**src/rtl/uart_tx_fifo.sv**
```systemverilog
// Buffered 8N1 UART transmitter: byte-write port -> FIFO (or holding register) -> LSB-first serial line.
// Define UART_TX_FIFO_EN for a 2^FIFO_AW deep FIFO; otherwise a single holding register is used.
module uart_tx_fifo #(
  parameter int CLK_HZ  = 50000000,
  parameter int BAUD    = 115200,
  parameter int FIFO_AW = 3
) (
  input  logic       clk,
  input  logic       resetn,
  input  logic       wr_en,
  input  logic [7:0] wr_data,
  output logic       ready,
  output logic       busy,
  output logic       txd
);
  localparam int DIV = CLK_HZ / BAUD;
  localparam int CW  = (DIV > 2) ? $clog2(DIV) : 1;
  localparam logic [CW-1:0] LAST = CW'(DIV - 1);

  typedef enum logic [1:0] {IDLE, START, DATA, STOP} state_t;

  state_t        state, state_nx;
  logic [CW-1:0] cnt, cnt_nx;
  logic [2:0]    bit_idx, bit_nx;
  logic [7:0]    shift, shift_nx;
  logic          txd_nx, busy_nx, ready_nx;
  logic          push, pop, has_data, fill_nx;
  logic [7:0]    head;

  assign push = wr_en && ready;

`ifdef UART_TX_FIFO_EN
  localparam int DEPTH = 1 << FIFO_AW;

  logic [7:0]         mem [DEPTH];
  logic [FIFO_AW-1:0] wp, rp;
  logic [FIFO_AW:0]   count, count_nx;

  assign has_data = (count != '0);
  assign head     = mem[rp];

  always_comb begin
    count_nx = count;
    case ({push, pop})
      2'b10:   count_nx = count + 1'b1;
      2'b01:   count_nx = count - 1'b1;
      default: count_nx = count;
    endcase
  end

  assign fill_nx  = (count_nx != '0);
  assign ready_nx = (count_nx < (FIFO_AW + 1)'(DEPTH));

  always_ff @(posedge clk or negedge resetn) begin
    if (!resetn) begin
      wp    <= '0;
      rp    <= '0;
      count <= '0;
    end else begin
      if (push) wp <= wp + 1'b1;
      if (pop)  rp <= rp + 1'b1;
      count <= count_nx;
    end
  end

  always_ff @(posedge clk) begin
    if (push) mem[wp] <= wr_data;
  end
`else
  logic [7:0] hold;
  logic       hold_v, hold_v_nx;

  assign has_data  = hold_v;
  assign head      = hold;
  assign hold_v_nx = (hold_v && !pop) || push;
  assign fill_nx   = hold_v_nx;
  assign ready_nx  = !hold_v_nx;

  always_ff @(posedge clk or negedge resetn) begin
    if (!resetn) hold_v <= 1'b0;
    else         hold_v <= hold_v_nx;
  end

  always_ff @(posedge clk) begin
    if (push) hold <= wr_data;
  end
`endif

  always_comb begin
    state_nx = state;
    cnt_nx   = cnt;
    bit_nx   = bit_idx;
    shift_nx = shift;
    pop      = 1'b0;
    case (state)
      IDLE: begin
        if (has_data) begin
          pop      = 1'b1;
          shift_nx = head;
          cnt_nx   = '0;
          state_nx = START;
        end
      end
      START: begin
        if (cnt == LAST) begin
          cnt_nx   = '0;
          bit_nx   = 3'd0;
          state_nx = DATA;
        end else begin
          cnt_nx = cnt + CW'(1);
        end
      end
      DATA: begin
        if (cnt == LAST) begin
          cnt_nx   = '0;
          shift_nx = shift >> 1;
          bit_nx   = bit_idx + 3'd1;
          if (bit_idx == 3'd7) state_nx = STOP;
        end else begin
          cnt_nx = cnt + CW'(1);
        end
      end
      STOP: begin
        if (cnt == LAST) begin
          cnt_nx = '0;
          // Pop directly from the stop bit so consecutive frames have no idle gap.
          if (has_data) begin
            pop      = 1'b1;
            shift_nx = head;
            state_nx = START;
          end else begin
            state_nx = IDLE;
          end
        end else begin
          cnt_nx = cnt + CW'(1);
        end
      end
      default: state_nx = IDLE;
    endcase

    case (state_nx)
      START:   txd_nx = 1'b0;
      DATA:    txd_nx = shift_nx[0];
      default: txd_nx = 1'b1;
    endcase
    busy_nx = (state_nx != IDLE) || fill_nx;
  end

  always_ff @(posedge clk or negedge resetn) begin
    if (!resetn) begin
      state   <= IDLE;
      cnt     <= '0;
      bit_idx <= 3'd0;
      txd     <= 1'b1;
      ready   <= 1'b1;
      busy    <= 1'b0;
    end else begin
      state   <= state_nx;
      cnt     <= cnt_nx;
      bit_idx <= bit_nx;
      txd     <= txd_nx;
      ready   <= ready_nx;
      busy    <= busy_nx;
    end
  end

  always_ff @(posedge clk) begin
    shift <= shift_nx;
  end
endmodule

```
**config.mk**
```make
export PLATFORM = sky130hd
export DESIGN_NAME = uart_tx_fifo
export DESIGN_NICKNAME = d
export VERILOG_FILES = /design/src/rtl/uart_tx_fifo.sv
export SDC_FILE = /design/constraint.sdc
export NUM_CORES = 1
export LEC_CHECK = 0
export CAP_MARGIN = 15
export CORE_ASPECT_RATIO = 2
export CORE_UTILIZATION = 35
export CTS_CLUSTER_SIZE = 24
export DETAILED_ROUTE_END_ITERATION = 8
export DONT_BUFFER_PORTS = 1
export PLACE_DENSITY = 0.52
export RECOVER_POWER = 50
export SKIP_CTS_REPAIR_TIMING = 1
export SLEW_MARGIN = 25
export SYNTH_ARGS = -nofsm -noshare
export SYNTH_HDL_FRONTEND = slang
export SYNTH_SLANG_ARGS = --single-unit
```
**constraint.sdc**
```tcl
create_clock -name clk -period 2.7 [get_ports clk]
set_clock_uncertainty 0.2 [all_clocks]
set_input_delay 0.675 -clock clk [delete_from_list [all_inputs] [get_ports clk]]
set_output_delay 0.675 -clock clk [all_outputs]
set_load 0.005 [all_outputs]
```
==> results of run 1 <==
==> state kept, by name, summed over array words and instances (netlist names) <==
| register | flops |
|---|---|
| cnt | 9 |
| head | 8 |
| shift | 8 |
| bit_idx | 3 |
| state | 2 |
| busy | 1 |
| has_data | 1 |
| ready | 1 |
| txd | 1 |
==> worst max path at each step <==
stage / endpoint / slack [ns]
6_report: busy / 0.44
5_1_grt: busy / 0.28
4_1_cts: busy / 0.44
3_5_place_dp: busy / 0.44
3_3_place_gp: txd / 0.44
2_1_floorplan: busy / 0.57
==> metal layers <==
metal	wire [µm]	vias to the layer above	part of all wire, %
li1	-	603	-
met1	1360	618	38
met4	105	0	2.9
met5	0	-	0
met3	88	10	2.5
met2	2020	29	57
==> synthesized netlist by cell type (3+ instances only) <==
master    count  area share, %
nor2b_1       3            1.1
mux2i_1       7            4.0
o31ai_1       5            2.2
a21oi_1      10            2.9
o21ai_0      15            4.3
nor2_1       20            4.3
inv_1         7            1.5
nand2_1       9            1.9
ha_1         10            7.2
edfxtp_1     15             26
a31oi_1       3            1.1
nand3_1       5            1.4
dfrtp_1      16             23
==> critical path, delay by kind of cell (launching register included) <==
family | cells | cell delay, ns
AOI/OAI and AO/OA | 2 | 0.25
and+or+nand+nor | 3 | 1.23
DFF | 1 | 0.46
==> cell families after synthesis <==
kind of cell             Yosys count  share of synthesized area (%)
buffers and inverters             11                           2.45
adder cells (fa/ha/maj)           10                           7.20
AO/OA/AOI/OAI                     46                           17.3
flip-flops                        34                           53.2
AND/OR/NAND/NOR                   50                           14.6
multiplexers                       9                           5.33
==> power by group through the flow <==
stage          registers [mW]  logic, mW  clock network [mW]
4_1_cts                 0.556     0.0173               0.388
2_1_floorplan           0.560     0.0191                   0
5_1_grt                 0.556     0.0255               0.411
6_report                0.555     0.0224               0.370
3_5_place_dp            0.567     0.0172                   0
3_3_place_gp            0.567     0.0168                   0
==> stage by stage <==
stage | cells | hold slack (ns)
6_report | 223 | 0.0276
5_1_grt | 223 | 0.0104
4_1_cts | 222 | -0.129
3_5_place_dp | 214 | 0.180
3_3_place_gp | 214 | 0.180
2_1_floorplan | 160 | 0.179
==> final cells by class <==
type | count | area share (%)
Tap cell | 55 | 3.60
Inverter | 7 | 1.37
Clock inverter | 3 | 1.11
Timing Repair Buffer | 4 | 1.70
Multi-Input combinational cell | 115 | 40.3
Sequential cell | 34 | 48.3
Clock buffer | 5 | 3.60
==> run_results.csv, run 1 <==
group,metric,value,unit
die,die_height,102,µm
sta,worst_pin_slew,0.764,ns
grt,antenna_found_initial,0,
synth,synth_edf_count,15,
grt,grt_max_degree,19,
detailed_routing,drcViolationCount,0,
sta,setup_viol,0,
setup_path,startpoint_type,"register",
placement,dpl_cell_area,1810,µm²
final_layout,antenna_cells,0,
synth,ys_types,41,
pwr,clkPwrFrac,39.1,%
detailed_routing,drt_wl_total,3.57,mm
die,coreArea,4690,µm²
setup_path,reg2reg_from,"cnt[2]",
sta,period_share,83.6,%
final_layout,regArea,923,µm²
setup_path,reg2reg_to,"busy",
sta,drv_slew,0,
pwr,p_leak,0.753,nW
die,rows,35,
cts,cts_max_path_buffers,2,
sta,fmax,443,MHz
final_layout,drive_gt1_share,13.1,%
run,cap_violations,0,
cts,numCtsBuffers,5,
setup_path,required,2.66,ns
synth,yosysWarnings,0,
grt,grt-ovfl-total,0,
synth,async_flop_share,52.9,%
die,die_width,51.8,µm
sta,rsz0062_at_grt,"no",
sta,fin_ws,0.444,ns
cts,cts_root_buf,"clkbuf_8",
detailed_routing,detailedRoute.firstIterationViolations,20,
setup_path,rrSetupSlack,0.44,ns
pwr,p_total,948,µW
pwr,power_frac_comb,2.4,%
final_layout,final_area,1910,µm²
final_layout,syn2layout_area_growth,10.1,%
pwr,p_seq_share,58.6,%
status,status,"complete, no violations",
cts,htreeDepth,2,
placement,preCtsSetupSlack,0.444,ns
pwr,p_int,737,µW
sta,max_slew_margin,48.9,%
detailed_routing,avgViaCountPerCell,5.65,
die,start_util,37.1,%
sta,tns,0,ns
synth,synth_area,1740,µm²
cts,cts_tree,"yes",
placement,gp_congestion,0.811,
detailed_routing,firstDrtPassIters,4,
placement,dpl.hpwl,2.70,mm
detailed_routing,drtAntennaViolNets,0,
setup_path,ff2ff_path_depth,5,
hold_path,hp-class,"in2async",
pwr,p_switching,210,µW
final_layout,fill_cells,452,
grt,use_met2,29.4,%
placement,io_buffers,0,
grt,grt_pass1_wl,6.06,mm
pwr,swShare,22.2,%
synth,syn_area_per_cell,10.9,µm²
synth,yosysSeqAreaShare,53.2,%
setup_path,endpoint_kind,"register",
grt,grtUsageMet1,15.4,%
synth,ys.flop_type,"dfrtp_1",
grt,grtUsageTotal,15.9,%
setup_path,critPathKind,"reg2reg",
synth,netlist_instances,160,
cts,cts_sinks,34,
detailed_routing,avgRoutedWirePerCell,16.0,µm
synth,syn-num-nets,181,
grt,grt_pass1_vias,1329,
grt,use_met3,3.60,%
setup_path,cp-startpoint,"cnt[2]",
die,boundaryPins,14,
setup_path,slowest_stage,"or4b_4",
setup_path,path_cells,"or4b_4 > o21ai_2 > a221oi_2 > or2_4 > or3_1",
final_layout,final_common_cell,"nor2_1",
final_layout,multi_input_area,771,µm²
synth,synth_seq_cells,34,
final_layout,post-route-util,40.8,%
grt,busiest_layer,"met2",
sta,period_needed,2.26,ns
pwr,powerDensity,496,nW/µm²
cts,clk_pin_slew,0.07,ns
final_layout,nets,188,
setup_path,cp.arrival,2.22,ns
detailed_routing,num_vias,1260,
setup_path,worstPathMaxFanout,7,
sta,hold_viol,0,
pwr,ir_worst_vdd,0.361,mV
final_layout,final_cell_mix,"nor2_1 (20), dfrtp_1 (16), o21ai_0 (15), edfxtp_1 (15)",
die,fp.dieArea,5260,µm²
setup_path,cp_slowest_stage_delay,0.60,ns
cts,clock_latency,0.28,ns
Power figures use the tool's default switching activity.
==> run 2: changes to the inputs <==
clock period = 2.35 ns   (was 2.7 ns; I/O delays follow)
==> run 2 against run 1 <==
- core utilization is 0.99 points higher
- sequential power is 14% higher
- via count about the same
- flip-flop and latch count is the same
==> run_results.csv, run 2 (synthesis gave the netlist of run 1 again) <==
group,metric,value,unit
cts,clk_pin_slew,0.07,ns
die,die_width,51.8,µm
grt,antenna_found_initial,0,
detailed_routing,drtAntennaViolNets,0,
final_layout,fill_cells,450,
detailed_routing,avgRoutedWirePerCell,16.0,µm
grt,busiest_layer,"met2",
cts,cts_sinks,34,
hold_path,min-delay-start,"wr_data[4]",
setup_path,startpoint_type,"register",
setup_path,path_cells,"or4b_4 > o21ai_2 > a221oi_2 > or2_4 > or3_1",
sta,hold_viol,0,
sta,tns,0,ns
detailed_routing,firstDrtPassIters,4,
hold_path,min_path_cells,0,
placement,io_buffers,0,
status,status,"complete, no violations",
setup_path,slowest_stage,"or4b_4",
final_layout,largest_reg_flops,9,
setup_path,cp.arrival,2.17,ns
final_layout,drive_gt1_share,15.2,%
cts,numCtsBuffers,5,
cts,cts_tree,"yes",
setup_path,rrSetupSlack,0.14,ns
final_layout,syn2layout_area_growth,12.8,%
final_layout,nets,191,
setup_path,reg2reg_from,"cnt[3]",
grt,grtUsageMet1,16.1,%
sta,max_slew_margin,45.0,%
hold_path,hp-class,"in2reg",
detailed_routing,avgViaCountPerCell,5.58,
sta,period_needed,2.21,ns
placement,preCtsSetupSlack,0.125,ns
run,cap_violations,0,
sta,drv_slew,0,
grt,grt-ovfl-total,0,
setup_path,ff2ff_path_depth,5,
grt,use_met3,4.05,%
cts,cts_max_path_buffers,2,
cts,htreeDepth,2,
detailed_routing,drt_wl_total,3.61,mm
sta,setup_viol,0,
setup_path,critPathBufInv,0,
grt,use_met2,28.6,%
final_layout,top_register,"cnt",
cts,clock_latency,0.28,ns
pwr,p_total,1.19,mW
sta,rsz0062_at_grt,"no",
detailed_routing,drcViolationCount,0,
die,boundaryPins,14,
pwr,powerDensity,605,nW/µm²
setup_path,crit_family,"simple AND/OR/NAND/NOR gates",
die,coreArea,4690,µm²
grt,grt_pass1_wl,5.98,mm
sta,period_share,94.0,%
hold_path,holdPathEnd,"head[4]",
setup_path,worstPathMaxFanout,6,
setup_path,reg2reg_to,"busy",
detailed_routing,detailedRoute.firstIterationViolations,22,
setup_path,required,2.32,ns
setup_path,endpoint_kind,"register",
die,rows,35,
cts,cts_root_buf,"clkbuf_8",
grt,grt_pass1_vias,1314,
placement,gp_congestion,0.755,
die,fp.dieArea,5260,µm²
sta,worst_pin_slew,0.823,ns
die,start_util,37.1,%
final_layout,antenna_cells,0,
sta,fin_ws,0.141,ns
grt,grtUsageTotal,15.9,%
final_layout,regArea,923,µm²
pwr,ir_worst_vdd,0.720,mV
pwr,p_leak,0.781,nW
placement,dpl.hpwl,2.76,mm
final_layout,multi_input_area,776,µm²
die,die_height,102,µm
detailed_routing,num_vias,1261,
setup_path,cp_slowest_stage_delay,0.58,ns
sta,fmax,453,MHz
grt,grt_max_degree,19,
final_layout,final_cell_mix,"nor2_1 (18), dfrtp_1 (16), o21ai_0 (15), edfxtp_1 (15)",
final_layout,final_common_cell,"nor2_1",
setup_path,critPathKind,"reg2reg",
==> run 2: area by class of cell <==
| cell class | instances | share of cell area, % |
|---|---|---|
| flip-flops and latches | 34 | 47.2 |
| multi-input cells | 115 | 39.6 |
| clock buffers | 5 | 3.51 |
| well taps | 55 | 3.51 |
| repair buffers | 7 | 2.81 |
| clock inverters | 3 | 2.04 |
| inverters | 7 | 1.34 |
==> run 2: routing by layer <==
metal / routed length, µm / share of wire, %
met5: 0 / 0
met4: 124 / 3.4
met3: 105 / 2.9
met2: 2030 / 56
met1: 1350 / 37
==> run 2: how the worst max path moves through the flow <==
stage | from | endpoint | depth (start not counted) | slack [ns]
CTS | cnt[3] | txd | 5 | 0.12
detailed placement | cnt[3] | txd | 5 | 0.12
global route | cnt[3] | txd | 5 | 0.06
global placement | cnt[3] | busy | 5 | 0.17
finish | cnt[3] | busy | 5 | 0.14
floorplan | cnt[2] | busy | 5 | 0.22
==> run 2: report_power, final <==
| part | switching [mW] | leakage [nW] | internal (mW) |
|---|---|---|---|
| Clock | 0.206 | 0.0579 | 0.312 |
| Sequential | 0.00351 | 0.366 | 0.628 |
| Combinational | 0.0217 | 0.357 | 0.0132 |
==> run 2: per-stage QoR <==
| step | utilization [%] | hold WS, ns | area [µm²] | std cells |
|---|---|---|---|---|
| floorplan | - | 0.0919 | 1740 | 160 |
| global placement | 39.1 | 0.0924 | 1830 | 217 |
| detailed placement | 39.1 | 0.0924 | 1830 | 217 |
| CTS | 41.5 | -0.218 | 1940 | 225 |
| global route | 41.8 | 0.177 | 1960 | 226 |
| finish | 41.8 | 0.198 | 1960 | 226 |
